### src/rtl/fetch_pkg.sv
// Shared definitions for the instruction-fetch stage: run-control states,
// opcode field position and the default halt opcode.
package fetch_pkg;

  typedef enum logic [1:0] {
    ST_IDLE = 2'd0,
    ST_RUN  = 2'd1,
    ST_HALT = 2'd2
  } fetch_state_e;

  localparam int OPC_HI = 31;
  localparam int OPC_LO = 26;
  localparam int OPC_W  = OPC_HI - OPC_LO + 1;

  localparam logic [OPC_W-1:0] DEFAULT_HALT_OPCODE = 6'b111111;

  // True when the opcode field of instr matches the given halt opcode.
  function automatic logic is_halt(input logic [31:0] instr,
                                   input logic [OPC_W-1:0] halt_opc);
    return (instr[OPC_HI:OPC_LO] == halt_opc);
  endfunction

endpackage

### src/rtl/ifid_reg.sv
// IF/ID output register: holds one fetched instruction and its PC, presents it
// downstream over valid/ready, supports flush, and counts completed handshakes.
module ifid_reg
  import fetch_pkg::*;
#(
  parameter int AW    = 5,
  parameter int CNT_W = 16
) (
  input  logic             clk,
  input  logic             rst_n,
  input  logic             load,
  input  logic             flush,
  input  logic [31:0]      in_instr,
  input  logic [AW-1:0]    in_pc,
  input  logic             out_ready,
  output logic             load_en,
  output logic             out_valid,
  output logic [31:0]      out_instr,
  output logic [AW-1:0]    out_pc,
  output logic [CNT_W-1:0] fetch_count
);

  logic             valid_q, valid_d;
  logic [31:0]      instr_q, instr_d;
  logic [AW-1:0]    pc_q, pc_d;
  logic [CNT_W-1:0] count_q, count_d;
  logic             fire;

  // The register can accept a new instruction when empty or being drained.
  assign load_en = !valid_q || out_ready;

  // A flushed instruction never counts as delivered, even if ready was high.
  assign fire = valid_q && out_ready && !flush;

  // Next-state for the holding register and the delivery counter.
  always_comb begin
    valid_d = valid_q;
    instr_d = instr_q;
    pc_d    = pc_q;
    count_d = count_q;
    if (flush) begin
      valid_d = 1'b0;
    end else if (load) begin
      valid_d = 1'b1;
      instr_d = in_instr;
      pc_d    = in_pc;
    end else if (fire) begin
      valid_d = 1'b0;
    end
    if (fire) begin
      count_d = count_q + CNT_W'(1);
    end
  end

  // State registers, cleared asynchronously.
  always_ff @(posedge clk or negedge rst_n) begin
    if (!rst_n) begin
      valid_q <= 1'b0;
      instr_q <= '0;
      pc_q    <= '0;
      count_q <= '0;
    end else begin
      valid_q <= valid_d;
      instr_q <= instr_d;
      pc_q    <= pc_d;
      count_q <= count_d;
    end
  end

  assign out_valid   = valid_q;
  assign out_instr   = instr_q;
  assign out_pc      = pc_q;
  assign fetch_count = count_q;

endmodule

### src/rtl/ifetch_stage.sv
// Instruction-fetch stage: owns the PC and the IDLE/RUN/HALT run-control FSM,
// addresses the combinational instruction memory and feeds the IF/ID register.
module ifetch_stage
  import fetch_pkg::*;
#(
  parameter int               AW          = 5,
  parameter logic [OPC_W-1:0] HALT_OPCODE = DEFAULT_HALT_OPCODE,
  parameter int               CNT_W       = 16
) (
  input  logic             clk,
  input  logic             rst_n,
  input  logic             start,
  output logic [31:0]      instr_addr,
  input  logic [31:0]      instruction,
  input  logic             redirect_valid,
  input  logic [AW-1:0]    redirect_target,
  output logic             out_valid,
  input  logic             out_ready,
  output logic [31:0]      out_instr,
  output logic [AW-1:0]    out_pc,
  output logic             halted,
  output logic [CNT_W-1:0] fetch_count
);

  fetch_state_e  state_q, state_d;
  logic [AW-1:0] pc_q, pc_d;
  logic          load_en;
  logic          fetch;
  logic          fetch_halt;
  logic          flush;

  // A fetch happens only while running, with room downstream, and no redirect
  // overriding it this cycle.
  assign fetch      = (state_q == ST_RUN) && load_en && !redirect_valid;
  assign fetch_halt = fetch && is_halt(instruction, HALT_OPCODE);

  // Redirects flush the output register only once the stage has been started;
  // in IDLE the register is empty anyway.
  assign flush = redirect_valid && (state_q != ST_IDLE);

  // Run-control next state and PC update; redirect beats everything else.
  always_comb begin
    state_d = state_q;
    pc_d    = pc_q;
    unique case (state_q)
      ST_IDLE: begin
        if (start) state_d = ST_RUN;
      end
      ST_RUN: begin
        if (!redirect_valid && fetch_halt) state_d = ST_HALT;
      end
      ST_HALT: begin
        if (redirect_valid) state_d = ST_RUN;
      end
      default: state_d = ST_IDLE;
    endcase
    if (redirect_valid) begin
      pc_d = redirect_target;
    end else if (fetch && !fetch_halt) begin
      pc_d = pc_q + AW'(1);
    end
  end

  // FSM and PC registers, cleared asynchronously.
  always_ff @(posedge clk or negedge rst_n) begin
    if (!rst_n) begin
      state_q <= ST_IDLE;
      pc_q    <= '0;
    end else begin
      state_q <= state_d;
      pc_q    <= pc_d;
    end
  end

  assign instr_addr = {{(32-AW){1'b0}}, pc_q};
  assign halted     = (state_q == ST_HALT);

  ifid_reg #(
    .AW    (AW),
    .CNT_W (CNT_W)
  ) u_ifid_reg (
    .clk         (clk),
    .rst_n       (rst_n),
    .load        (fetch),
    .flush       (flush),
    .in_instr    (instruction),
    .in_pc       (pc_q),
    .out_ready   (out_ready),
    .load_en     (load_en),
    .out_valid   (out_valid),
    .out_instr   (out_instr),
    .out_pc      (out_pc),
    .fetch_count (fetch_count)
  );

endmodule
### config.mk
export PLATFORM = sky130hd
export DESIGN_NAME = ifetch_stage
export DESIGN_NICKNAME = d
export VERILOG_FILES = /design/src/rtl/fetch_pkg.sv /design/src/rtl/ifid_reg.sv /design/src/rtl/ifetch_stage.sv
export SDC_FILE = /design/constraint.sdc
export NUM_CORES = 1
export LEC_CHECK = 0
export ABC_AREA = 0
export CORE_MARGIN = 8
export CORE_UTILIZATION = 35
export CTS_BUF_LIST = sky130_fd_sc_hd__clkbuf_4 sky130_fd_sc_hd__clkbuf_8
export CTS_CLUSTER_SIZE = 24
export DETAILED_ROUTE_END_ITERATION = 8
export GPL_TIMING_DRIVEN = 0
export PLACE_DENSITY = 0.81
export SYNTH_ARGS = -nofsm -noshare
export SYNTH_HDL_FRONTEND = slang
export SYNTH_SLANG_ARGS = --single-unit
### constraint.sdc
create_clock -name clk -period 3.7 [get_ports clk]
set_input_delay 1.11 -clock clk [delete_from_list [all_inputs] [get_ports clk]]
set_output_delay 1.11 -clock clk [all_outputs]
set_load 0.005 [all_outputs]
==> flow_summary_export.csv, run 1 <==
group,metric,value,unit
run_status,status,"finished, final reports clean",
clock_tree,worstSkewPairLatency,0.32,ns
floorplan,initial_core_util,0.3614,
placed_design,io_buffers,100,
routing,drt_pass1_iterations,4,
power,p_int,1392,uW
global_routing,grt_use_total,0.1249,
global_routing,grt_overflow,0,
placed_design,dp_hpwl,5.429,mm
floorplan,die_x,105.3,um
critical_path,crit_arrival,1.54,ns
global_routing,grt_start_max_net_pins,39,
clock_tree,post-cts-setup-buffers,0,
clock_tree,clkSlewWorstSetupHoldPaths,0.06,ns
critical_path,cp_max_fo,7,
layout,area_delta_synth_final,50.49,%
yosys,async_flop_share,1.000,
layout,fin_nets,399,
critical_path,rr_worst_depth,5,
clock_tree,clock_path_buffers,2,
yosys,synth.ff_latch_count,61,
yosys,netlist_top_cells_count,"dfrtp_1, buf_4, mux2_1, nand2_1, xor2_1",
yosys,synth_ff_type,"dfrtp_1",
layout,drive_gt1_frac,0.1955,
floorplan,floorplan.core_area,7727,um^2
worst_hold_path,hold_class,"reg2reg",
power,leakage,0.001932,uW
yosys,yosysMostFrequentCell,"dfrtp_1",
yosys,synth_top_area_share,0.5466,
floorplan,ios,129,
routing,wl_per_cell,15.07,um
placed_design,place_congestion,0.7630,
clock_tree,cts_tree,"yes",
critical_path,r2r_start,"state_q[0]$_DFFE_PN0P_",
critical_path,r2r_slack,2.07,ns
power,seq_power_share,0.457,
power,p_total,1874,uW
sta,min_period,2.654,ns
clock_tree,ctsResizeCount,0,
power,p_sw,481.9,uW
critical_path,timing.rr.end,"u_ifid_reg.out_instr[9]$_DFFE_PN0P_",
power,pwr-share-clk,0.272,
sta,fin_crit_sh,0.7172,
clock_tree,clock_sinks,61,
clock_tree,htree_levels,3,
power,p_per_area,445.8,nW/um^2
yosys,yosys.area.top_type,"dfrtp_1",
worst_hold_path,min_to,"u_ifid_reg.fetch_count[15]$_DFFE_PN0P_",
sta,final-max-slew-violation-count,0,
sta,clock_skew,0.006702,ns
sta,setup_ws,1.046,ns
layout,fin_util,0.5439,
routing,num_vias,2062,
layout,antennaDiodeCount,0,
yosys,netlist_area,2793,um^2
floorplan,rows,32,
worst_hold_path,hp-start,"u_ifid_reg.fetch_count[15]$_DFFE_PN0P_",
global_routing,grt_pass1_wl,11.31,mm
sta,tns,0,ns
placed_design,place_ws,0.8886,ns
floorplan,die_area,11090,um^2
yosys,ys_types,37,
power,vdd_drop_max,257.5,uV
sta,slew-limit-headroom,0.6204,
yosys,seq_area_frac_synth,0.5466,
routing,wl,6.934,mm
critical_path,critPathCaptureType,"output port",
routing,antenna_left,0,
sta,fmax,0.3768,GHz
clock_tree,holdBufCountCts,0,
yosys,synthCells,217,
power,switching_share,0.2572,
yosys,synth_area_per_cell,12.87,um^2
critical_path,cp.required,2.59,ns
critical_path,crit_type,"reg2out",
clock_tree,numCtsBuffers,9,
yosys,synth_warnings,0,
run,maxCapViolCount,0,
floorplan,die_h,105.3,um
clock_tree,cts-root-buf,"clkbuf_8",
routing,drt_iter0_drc,42,
routing,vias_per_cell,4.483,
global_routing,grt_pass1_vias,2218,
global_routing,antenna_found_initial,0,
yosys,yosys-top-cells-area,"dfrtp_1, mux2_1, buf_4",
power,pwr-share-comb,0.271,
routing,drc,0,
sta,setup-violations-final,0,
worst_hold_path,worstHoldPathCells,1,
sta,hold_viol,0,
yosys,synth_edf_count,0,
sta,tightest_slew,0.5693,ns
sta,rsz0062_at_grt,"no",
critical_path,start_kind,"flip-flop",
## placed cells by master, fill, tap and decap left out, drive strengths merged
master	instances
nor4	2
o22ai	1
nand2	11
buf	34
conb	27
a31oi	1
clkinv	2
o211ai	3
or4	2
a22o	1
and3	5
nor3	6
a21oi	2
clkdlybuf4s50	99
a21o	1
or3	1
o21ai	3
nand3	5
dfrtp	61
a221oi	1
xor2	11
nand4	7
inv	4
and2b	1
xnor2	5
nor2	7
mux2	38
ha	2
nand2b	1
mux2i	1
nor2b	1
clkbuf	12
## cells by family after synthesis
kind of cell,Yosys count,share of synthesized area
xor+xnor,16,0.05018
flops,61,0.5466
mux,39,0.1689
fa+ha+maj,2,0.008959
simple gates,49,0.09588
other cells,1,0.001343
buf+inv,36,0.09453
compound gates,13,0.03361
## flip-flops by register name, indices dropped and copies added, names as in the netlist
register,flops
u_ifid_reg.out_instr,32
u_ifid_reg.fetch_count,16
pc_q,5
u_ifid_reg.out_pc,5
state_q,2
u_ifid_reg.out_valid,1
## stage by stage
stage               instance area, um^2  hold WS [ns]  cells
detailed placement                 4034        0.4710    446
CTS                                4203        0.4795    460
floorplan                          2890        0.4647    243
global placement                   4019        0.4635    445
global route                       4203        0.4986    460
finish                             4203        0.4694    460
## power groups by stage
stage                     Combinational (uW)  Sequential, uW  Clock, uW
after floorplan                          187             864          0
after global placement                   501             859          0
after detailed placement                 514             867          0
after CTS                                517             857        536
after global routing                     555             871        555
final                                    508             855        510
## critical path, cell delays in order, from the launching register on
cell and delay [ns]:
dfrtp_1 0.45, and2b_2 0.25, clkdlybuf4s50_1 0.52
## cell type report
| cell class | instances | area [um^2] |
|---|---|---|
| fill | 647 | 3525 |
| sequential | 61 | 1526 |
| multi-input combinational | 146 | 1100 |
| timing repair buffer | 101 | 1016 |
| buffer | 32 | 249.0 |
| clock buffer | 12 | 158.9 |
| tap | 102 | 127.6 |
| inverter | 4 | 15.01 |
| clock inverter | 2 | 10.01 |
## worst max path at each step
stage | start | endpoint | slack (ns) | cells past startpoint
global route | state_q[0]$_DFFE_PN0P_ | halted | 0.96 | 2
global placement | rst_n | u_ifid_reg.fetch_count[15]$_DFFE_PN0P_ | -0.48 | 1
floorplan | redirect_valid | u_ifid_reg.out_instr[1]$_DFFE_PN0P_ | 1.34 | 6
CTS | state_q[0]$_DFFE_PN0P_ | halted | 1.01 | 2
finish | state_q[0]$_DFFE_PN0P_ | halted | 1.05 | 2
detailed placement | out_ready | u_ifid_reg.out_instr[9]$_DFFE_PN0P_ | 0.89 | 6
## metal layers
layer / share of wire / track usage / vias up
li1: - / - / 976
met1: 0.42 / 0.1437 / 982
met2: 0.46 / 0.1956 / 95
met3: 0.11 / 0.06273 / 9
met4: 0.011 / 0.04587 / 0
met5: 0 / 0 / -
(Power assumes the default switching activity.)
==> run 2, diff against run 1 <==
Clock period 3.7 ns to 2.77 ns, I/O delays scaled along.
==> results of run 2 <==
Same layout as run 1 (identical final DEF). Status: finished, final reports clean.
Among the figures that moved: setup slack after placement 0.8886 ns -> 0.2376 ns; setup slack after layout 1.046 ns -> 0.3954 ns; register-to-register setup slack 2.07 ns -> 1.14 ns; total power 1874 uW -> 2503 uW; worst IR drop on VDD 257.5 uV -> 344.0 uV
==> run 3, diff against run 2 <==
Settings changed: PLACE_DENSITY 0.81 to 0.7.
==> flow_summary_export.csv, run 3 (synthesis gave the netlist of run 1 again) <==
group,metric,value,unit
run_status,status,"finished, final reports clean",
global_routing,grt_pass1_vias,2172,
sta,final-max-slew-violation-count,0,
sta,tightest_slew,0.7409,ns
power,p_sw,671.5,uW
layout,final_common_cell,"clkdlybuf4s50_1",
routing,vias_per_cell,4.371,
sta,hold_viol,0,
critical_path,timing.rr.end,"u_ifid_reg.out_instr[6]$_DFFE_PN0P_",
sta,rsz0062_at_grt,"no",
floorplan,die_area,11090,um^2
routing,drt_pass1_iterations,4,
power,p_int,1943,uW
placed_design,place_inst,445,
critical_path,r2r_start,"state_q[0]$_DFFE_PN0P_",
power,switching_share,0.2569,
power,p_per_area,620.0,nW/um^2
placed_design,dp_hpwl,5.072,mm
power,pwr-share-comb,0.258,
power,vdd_drop_max,312.0,uV
sta,min_period,2.378,ns
layout,fin_nets,398,
sta,fmax,0.4205,GHz
routing,wl,6.672,mm
power,p_total,2614,uW
clock_tree,holdBufCountCts,0,
power,leakage,0.001935,uW
clock_tree,clock_sinks,61,
layout,n_fill_cell,672,
placed_design,io_buffers,100,
power,seq_power_share,0.435,
clock_tree,cts-root-buf,"clkbuf_8",
worst_hold_path,hold_class,"reg2reg",
critical_path,crit_arrival,1.55,ns
layout,final_cell_mix,"clkdlybuf4s50_1, dfrtp_1, buf_4",
global_routing,grt_overflow,0,
critical_path,start_kind,"flip-flop",
layout,antennaDiodeCount,0,
clock_tree,htree_levels,3,
critical_path,r2r_slack,1.15,ns
floorplan,initial_core_util,0.3614,
sta,whs,0.4720,ns
global_routing,antenna_found_initial,0,
layout,drive_gt1_frac,0.1978,
floorplan,rows,32,
floorplan,die_h,105.3,um
layout,area_delta_synth_final,50.99,%
critical_path,cp_max_fo,7,
placed_design,place_congestion,0.7372,
clock_tree,cts_tree,"yes",
sta,slew-limit-headroom,0.5061,
routing,antenna_left,0,
sta,fin_crit_sh,0.8585,
clock_tree,numCtsBuffers,9,
floorplan,floorplan.core_area,7727,um^2
critical_path,startpoint,"state_q[0]$_DFFE_PN0P_",
routing,wl_per_cell,14.47,um
critical_path,critPathCaptureType,"output port",
clock_tree,post-cts-setup-buffers,0,
global_routing,grt_use_total,0.1220,
layout,fin_util,0.5457,
floorplan,die_x,105.3,um
clock_tree,worstSkewPairLatency,0.32,ns
routing,num_vias,2015,
global_routing,grt_start_max_net_pins,62,
layout,largest_register_ffs,32,
routing,drt_iter0_drc,57,
clock_tree,ctsResizeCount,0,
critical_path,cp.required,1.94,ns
critical_path,crit_type,"reg2out",
layout,instances_no_fill,461,
worst_hold_path,worstHoldPathCells,1,
run,maxCapViolCount,0,
critical_path,rr_worst_depth,5,
global_routing,grt_pass1_wl,11.12,mm
sta,setup-violations-final,0,
critical_path,setup.worst_path.end,"halted",
clock_tree,clock_path_buffers,2,
clock_tree,clkSlewWorstSetupHoldPaths,0.07,ns
floorplan,ios,129,
sta,clock_skew,0.006810,ns
power,pwr-share-clk,0.308,
routing,drc,0,
[run 3: cell count changes in the layout (fill, tap and decap cells not counted)]
cell / before / now
bufinv_16: 0 / 1
buf_2: 2 / 1
buf_4: 29 / 30
buf_12: 1 / 0
clkinvlp_4: 0 / 1
clkbuf_4: 1 / 2
clkbuf_8: 11 / 10
[run 3: power by group through the flow]
stage                     clock (uW)  combinational [uW]  sequential (uW)
after floorplan                    0                 250             1150
after global placement             0                 678             1150
after detailed placement           0                 687             1150
after CTS                        832                 690             1140
after global routing             873                 739             1160
final                            804                 674             1140
[run 3: how the worst min path moves through the flow]
stage,startpoint,slack (ns),to
after floorplan,u_ifid_reg.fetch_count[15]$_DFFE_PN0P_,0.46,u_ifid_reg.fetch_count[15]$_DFFE_PN0P_
after global placement,u_ifid_reg.fetch_count[15]$_DFFE_PN0P_,0.46,u_ifid_reg.fetch_count[15]$_DFFE_PN0P_
after detailed placement,u_ifid_reg.fetch_count[15]$_DFFE_PN0P_,0.46,u_ifid_reg.fetch_count[15]$_DFFE_PN0P_
after CTS,u_ifid_reg.fetch_count[15]$_DFFE_PN0P_,0.48,u_ifid_reg.fetch_count[15]$_DFFE_PN0P_
after global routing,u_ifid_reg.fetch_count[15]$_DFFE_PN0P_,0.49,u_ifid_reg.fetch_count[15]$_DFFE_PN0P_
final,u_ifid_reg.fetch_count[15]$_DFFE_PN0P_,0.47,u_ifid_reg.fetch_count[15]$_DFFE_PN0P_
[run 3: cell type report]
cell class / instances / area [um^2] / share of cell area
buffer: 32 / 249.0 / 0.05905
clock inverter: 4 / 47.55 / 0.01128
clock buffer: 12 / 152.6 / 0.03620
tap: 102 / 127.6 / 0.03027
multi-input combinational: 146 / 1100 / 0.2608
sequential: 61 / 1526 / 0.3620
timing repair buffer: 100 / 998.5 / 0.2368
inverter: 4 / 15.01 / 0.003561
[run 3: metal layers]
| layer | global-route usage | part of all wire | up-vias |
|---|---|---|---|
| met4 | 0.04281 | 0.012 | 0 |
| li1 | - | - | 975 |
| met1 | 0.1495 | 0.43 | 947 |
| met5 | 0 | 0 | - |
| met2 | 0.1785 | 0.45 | 85 |
| met3 | 0.06456 | 0.12 | 8 |
[run 3: metrics by stage]
| step | worst slack, ns | setup TNS [ns] | area [um^2] |
|---|---|---|---|
| after global routing | 0.3153 | 0 | 4217 |
| after detailed placement | 0.2864 | 0 | 4016 |
| final | 0.3919 | 0 | 4217 |
| after floorplan | 0.6910 | 0 | 2890 |
| after CTS | 0.3663 | 0 | 4217 |
| after global placement | -1.238 | -75.29 | 4019 |
[run 3: worst max-delay path: stages, from the launching register on]
cell and delay (ns):
dfrtp_1 0.45, and2b_2 0.25, clkdlybuf4s50_1 0.52
